**src/rtl/sync_fifo_rd_ctrl.sv**
```systemverilog
// sync_fifo_rd_ctrl: read side of an 8-entry sync FIFO, 2-entry skid buffer.
// Define SYNC_FIFO_RD_CNT_EN to add the xfer_cnt pop counter output.
module sync_fifo_rd_ctrl #(
  parameter int DATA_W = 8
`ifdef SYNC_FIFO_RD_CNT_EN
  ,
  parameter int CNT_W = 16
`endif
) (
  input  logic              clk,
  input  logic              rst,
  input  logic              fifo_empty,
  output logic              fifo_rd_en,
  input  logic [DATA_W-1:0] fifo_dout,
  input  logic              flush,
  output logic              m_valid,
  input  logic              m_ready,
  output logic [DATA_W-1:0] m_data,
  output logic [1:0]        occ
`ifdef SYNC_FIFO_RD_CNT_EN
  ,
  output logic [CNT_W-1:0]  xfer_cnt
`endif
);

  localparam logic [1:0] S_EMPTY = 2'd0;
  localparam logic [1:0] S_ONE   = 2'd1;
  localparam logic [1:0] S_TWO   = 2'd2;

  logic [1:0]        occ_q;
  logic [1:0]        occ_d;
  logic              inflight_q;
  logic              hd_q;
  logic              hd_d;
  logic              tl_q;
  logic              tl_d;
  logic [DATA_W-1:0] buf_q [2];
  logic              push;
  logic              pop;
  logic [2:0]        credit;

  assign pop    = m_valid & m_ready;
  assign push   = inflight_q & ~flush;
  // Slots committed after this cycle: held + landing - leaving.
  assign credit = {1'b0, occ_q}
                + {2'b00, inflight_q}
                - {2'b00, pop};

  // rst gates the issue so nothing is read while reset is held.
  assign fifo_rd_en = rst & ~fifo_empty & ~flush
                    & (credit < 3'd2);

  assign m_valid = (occ_q != S_EMPTY);
  assign m_data  = buf_q[hd_q];
  assign occ     = occ_q;

  // Occupancy FSM and head/tail pointers; flush overrides push/pop.
  always_comb begin
    occ_d = occ_q;
    hd_d  = hd_q;
    tl_d  = tl_q;
    if (flush) begin
      occ_d = S_EMPTY;
      hd_d  = 1'b0;
      tl_d  = 1'b0;
    end else begin
      if (push) tl_d = ~tl_q;
      if (pop)  hd_d = ~hd_q;
      unique case (occ_q)
        S_EMPTY: begin
          if (push) occ_d = S_ONE;
        end
        S_ONE: begin
          if (push & ~pop)      occ_d = S_TWO;
          else if (pop & ~push) occ_d = S_EMPTY;
        end
        S_TWO: begin
          if (pop) occ_d = S_ONE;
        end
        default: occ_d = S_EMPTY;
      endcase
    end
  end

  // Control state registers.
  always_ff @(posedge clk or negedge rst) begin
    if (!rst) begin
      occ_q      <= S_EMPTY;
      hd_q       <= 1'b0;
      tl_q       <= 1'b0;
      inflight_q <= 1'b0;
    end else begin
      occ_q      <= occ_d;
      hd_q       <= hd_d;
      tl_q       <= tl_d;
      inflight_q <= fifo_rd_en;
    end
  end

  // Capture the landing FIFO word at the tail.
  always_ff @(posedge clk or negedge rst) begin
    if (!rst) begin
      buf_q[0] <= '0;
      buf_q[1] <= '0;
    end else if (push) begin
      buf_q[tl_q] <= fifo_dout;
    end
  end

`ifdef SYNC_FIFO_RD_CNT_EN
  logic [CNT_W-1:0] cnt_q;

  assign xfer_cnt = cnt_q;

  // Count accepted stream words; survives flush, wraps naturally.
  always_ff @(posedge clk or negedge rst) begin
    if (!rst) begin
      cnt_q <= '0;
    end else if (pop) begin
      cnt_q <= cnt_q + CNT_W'(1);
    end
  end
`endif

endmodule

```
**config.mk**
```make
export PLATFORM = sky130hd
export DESIGN_NAME = sync_fifo_rd_ctrl
export DESIGN_NICKNAME = d
export VERILOG_FILES = /design/src/rtl/sync_fifo_rd_ctrl.sv
export SDC_FILE = /design/constraint.sdc
export NUM_CORES = 1
export LEC_CHECK = 0
export BUFFER_PORTS_ARGS = -buffer_cell sky130_fd_sc_hd__buf_2
export CAP_MARGIN = 30
export CORE_MARGIN = 2
export CORE_UTILIZATION = 40
export CTS_CLUSTER_SIZE = 24
export DETAILED_ROUTE_END_ITERATION = 12
export SYNTH_ARGS = -nofsm -noshare
export SYNTH_HDL_FRONTEND = slang
export SYNTH_SLANG_ARGS = --single-unit
export TNS_END_PERCENT = 1
```
**constraint.sdc**
```tcl
create_clock -name clk -period 4 [get_ports clk]
set_input_delay 0.2 -clock clk [delete_from_list [all_inputs] [get_ports clk]]
set_output_delay 0.2 -clock clk [all_outputs]
set_load 0.02 [all_outputs]
```
== Word level (Yosys, flattened, before mapping) ==
Cells that the tools add are included.

* $add $sub $neg: 2
* Magnitude comparators: 4
* Eq/ne operators: 5
* Mux-type cells: 16
* Bitwise logic cells: 15
* Reduce and logical (&&, ||, !) cells: 6

{| class="wikitable"
|+ Operators with widths
! operator !! number
|-
| $mux W8 || 4
|-
| $bwmux W16 || 1
|-
| $mux W2 || 5
|-
| $demux W8 S1 || 1
|-
| $and A1 B1 Y1 || 7
|-
| $ne A3 B3 Y1 const B || 2
|-
| $not A1 Y1 || 6
|-
| $pmux W2 S3 || 1
|-
| $reduce_bool A2 Y1 || 3
|-
| $ge A2 B2 Y1 const B || 2
|-
| $mux W1 || 4
|-
| $ne A4 B4 Y1 const B || 1
|-
| $not A1 Y2 || 2
|-
| $add A2 B1 Y3 || 1
|-
| $lt A3 B2 Y1 const B || 1
|-
| $reduce_and A3 Y1 || 1
|-
| $sub A3 B1 Y3 || 1
|-
| $eq A2 B1 Y1 const B || 1
|-
| $eq A2 B2 Y1 const B || 1
|-
| $logic_not A2 Y1 || 1
|-
| $lt A2 B1 Y1 const B || 1
|-
| $logic_and A1 B1 Y1 || 1
|}

* Register bits after elaboration: 21
* Input port bits: 13
* Output and inout port bits: 12
* Word-level logic and storage cells: 54

== Depth between registers and ports, before layout ==
* Depth after elaboration: 8
* Gate-level depth with buffers: 6
* Depth with buffers taken out: 5

== Least setup slack after synthesis ==
No wires, ideal clock.

* Path type: reg2reg
* Start point: register occ_q[1] (netlist: occ[1])
* End point: register inflight_q
* Library setup time: 0.205 ns
* Arrival: 2.171 ns
* Required time: 3.795 ns
* Path slack: 1.624 ns
* Stages on the path, launching flop included: 6
* Cell sequence: dfrtp_1 o21ai_0 nor2_1 fa_1 nand2_1 nor4_1

* Cells in the longest elaborated chain, start to end: 5
* Elaborated cells on any way between the ends: 6
* Those cells by class: add/sub: 2; order compare: 1; bitwise: 2; reduce/logical: 1

{| class="wikitable"
|+ RTL lines
! what !! line !! text
|-
| start, declared || 30 || <nowiki>logic [1:0] occ_q;</nowiki>
|-
| start signal, assigned || 88 || <nowiki>occ_q <= S_EMPTY;</nowiki>
|-
| start signal, assigned || 93 || <nowiki>occ_q <= occ_d;</nowiki>
|-
| branches (longest 2 deep; another with $add A2 B1 Y3) || - ||
|-
| $sub A3 B1 Y3 * || 47 || <nowiki>- {2'b00, pop};</nowiki>
|-
| $lt A3 B2 Y1 * || 51 || <nowiki>& (credit < 3'd2);</nowiki>
|-
| $and A1 B1 Y1 * || 51 ||
|-
| net fifo_rd_en || 13 || <nowiki>output logic fifo_rd_en,</nowiki>
|-
| end signal, assigned || 96 || <nowiki>inflight_q <= fifo_rd_en;</nowiki>
|-
| end, declared || 32 || <nowiki>logic inflight_q;</nowiki>
|}

Mark *: on every way through the listed nets, which the timed path passes.
A chain may end at the register's enable or synchronous reset.

== Worst setup path in the final report ==
* Start point: register occ_q[1] (netlist: occ[1])
* End point: output port fifo_rd_en

* Cells in the longest elaborated chain, start to end: 5
* Elaborated cells on any way between the ends: 6
* Those cells by class: add/sub: 2; order compare: 1; bitwise: 2; reduce/logical: 1

{| class="wikitable"
|+ RTL lines
! what !! line
|-
| branches (longest 2 deep; another with $add A2 B1 Y3) || -
|-
| $sub A3 B1 Y3 * || 47
|-
| $lt A3 B2 Y1 * || 51
|-
| $and A1 B1 Y1 * || 51
|-
| end, declared || 13
|}

Every way passes the cells marked *.

==> impl_metrics.toml <==
[outcome]
status = "finished clean"

[clock_tree]
root_buffer = "clkbuf_4"
clock_path_buffers = 2
clk_pin_slew_ns = 0.11
cts_tree = "yes"
cts_resized = 0
postCtsSetupBuffers = 0
clock_sinks = 21
clock_latency_ns = 0.30
h-tree-depth = 1
numCtsBuffers = 3

[floorplanning]
die_h_um = 53.6
io_pins = 25
die-area_um2 = 2870
initial_core_util_pct = 43.3
core_um2 = 2280
row_count = 17
die_x_um = 53.6

[setup_path]
endpoint_kind = "output pin"
r2r_cells = 5
cpPeakStageDelay_ns = 0.51
r2r_start = "occ[1]"
cpMaxStageDelayCell = "fa_1"
path_delay_family = "adder cells"
worst-path-max-fanout = 8
cp.required_ns = 3.80
regToRegEndpoint = "inflight_q"
cp.arrival_ns = 2.27
rrSetupSlack_ns = 2.15
path_class = "reg -> out"
path_cells = "o21ai_0 -> nor2_1 -> fa_1 -> nand2_1 -> nor4_1 -> buf_2"
start_kind = "flip-flop"
crit_buf_inv = 1

[routing]
ant_nets = 0
wl_um = 1680
avgRoutedWirePerCell_um = 13.4
drtIter0Drc = 2
drc = 0
dr.pass1.iters = 2
vias = 632
vias_per_cell = 5.02

[timing]
fin_setup_tns_ns = 0
setup_viol = 0
clock_skew_ns = 0.00296
drv_slew = 0
rsz0062_at_grt = "no"
relSlewSlack_pct = 67.6
fin_crit_ns = 2.47
worst_pin_slew_ns = 0.487
setup_ws_ns = 1.53
hold_viol = 0
fin_crit_sh_pct = 61.7
timing.hold.ws_ns = 0.0480
fmax_mhz = 405

[synthesis]
ys_seq_area_share_pct = 53.4
synth_area_um2 = 985
ys_types = 20
syn_area_per_cell_um2 = 13.7
ys_seq_elements = 21
syn-num-nets = 86
synth_warnings = 0
synthCells = 72

[grt]
busiest_layer = "met2"
grt_pass1_vias = 661
gr-usage-met2_pct = 25.3
antenna_found_initial = 0
grt_pass1_wl_um = 2820
grt_max_degree = 23
grtUsageMet3_pct = 4.17
grt_usage_pct = 14.0
grt.met1_usage_pct = 16.1
grt.overflow.total = 0

[cells_and_area]
seq_area_um2 = 526
instances_no_fill = 126
syn_to_final_growth_pct = 17.8
drive_gt1_share_pct = 56.1
multiInputGateArea_um2 = 438
diodes = 0
finalNetCount = 113
fillCellCount = 202

[placed_design]
hpwl_um = 1210
port_buffers = 24
place_congestion = 0.693
pre_cts_ws_ns = 1.85
placedCellCount = 121

[hold_path]
hold_end = "inflight_q"
hold_path_depth = 2
hold_start = "fifo_empty"
min_path_type = "in -> reg"

[power_and_ir_drop]
p_leak_nw = 0.576
power_w = 0.000518
peakVddDrop_mv = 0.268
power_density_nw_per_um2 = 447

[job]
maxCapViolations = 0
Yosys cell counts:
cell      count  area share, %
buf_4         1           0.76
a21oi_1       3            1.5
xor2_1        3            2.7
nor3b_4       1            1.9
inv_1         1           0.38
or2_2         1           0.64
o21ai_0       2            1.0
buf_2         1           0.51
mux2_2       24             27
nand3b_2      1            1.1
nor4_1        1           0.64
clkbuf_2      1           0.51
xnor2_1       1           0.89
nor2b_1       2            1.3
dfrtp_1      21             53
fa_1          1            2.0
nand2_1       2           0.76
nor3_1        1           0.51
nor2_1        3            1.1
nor4b_1       1           0.89
metrics by stage:
stage / cell area [um^2] / util (%)
floorplan: 985 / -
global placement: 1120 / 49.3
detailed placement: 1120 / 49.3
CTS: 1160 / 51.0
global route: 1160 / 51.0
finish: 1160 / 51.0
how the worst max path moves through the flow:
stage,depth (start not counted),start,endpoint,slack (ns)
floorplan,5,occ[1],inflight_q,1.62
global placement,6,occ[1],fifo_rd_en,1.90
detailed placement,6,occ[1],fifo_rd_en,1.85
CTS,6,occ[1],fifo_rd_en,1.49
global route,6,occ[1],fifo_rd_en,1.29
finish,6,occ[1],fifo_rd_en,1.53
where the power goes:
| part | total [W] | switching (W) | internal [W] | leakage (nW) |
|---|---|---|---|---|
| logic | 0.000145 | 0.0000707 | 0.0000739 | 0.285 |
| clock network | 0.000102 | 0.0000648 | 0.0000373 | 0.0177 |
| registers | 0.000271 | 0.0000207 | 0.000251 | 0.273 |
| total | 0.000518 | 0.000156 | 0.000362 | 0.576 |
final cells by class:
class / instances / share of cell area [%]
sequential: 21 / 45.3
multi-input combinational: 47 / 37.8
timing repair buffer: 25 / 11.2
tap: 28 / 3.02
clock buffer: 3 / 1.94
clock inverter: 1 / 0.432
inverter: 1 / 0.324
registers in the layout, indices dropped and copies added, names as in the netlist:
| signal | count |
|---|---|
| buf_q | 16 |
| occ | 2 |
| hd_q | 1 |
| inflight_q | 1 |
| tl_q | 1 |
worst register-to-register path, stage by stage (launching register included):
cell	delay (ns)
dfrtp_1	0.49
o21ai_0	0.30
nor2_1	0.11
fa_1	0.51
nand2_1	0.05
nor4_1	0.28
cell usage in the layout, fill, tap and decap left out:
master          n
mux2_2         24
buf_2          24
dfrtp_1        21
nor2_1          3
xor2_1          3
a21oi_1         3
clkbuf_4        3
o21ai_0         2
nand2_1         2
nor2b_1         2
or2_2           1
nor4_1          1
nand3b_2        1
inv_1           1
nor4b_1         1
nor3b_4         1
nor3_1          1
xnor2_1         1
fa_1            1
clkinv_2        1
dlygate4sd3_1   1
cells by family (layout without fill, tap and decap cells):
| logic type | after synthesis | after routing | share of synthesized area (%) |
|---|---|---|---|
| mux | 24 | 24 | 27.4 |
| fa+ha+maj | 1 | 1 | 2.03 |
| simple gates | 13 | 13 | 8.90 |
| xor+xnor | 4 | 4 | 3.56 |
| compound gates | 5 | 5 | 2.54 |
| flops | 21 | 21 | 53.4 |
| buf+inv | 4 | 30 | 2.16 |
layer usage:
metal,vias to the layer above,wire length (um),share of wire [%]
met2,17,841,50
met3,2,79,4.7
li1,304,-,-
met5,-,0,0
met1,309,743,44
met4,0,19,1.1
repair_timing:
item,CTS,global route
hold endpoints to repair,21,0
hold buffers,1,0
endpoints found under the setup margin,0,0
Power figures use the tool's default switching activity.
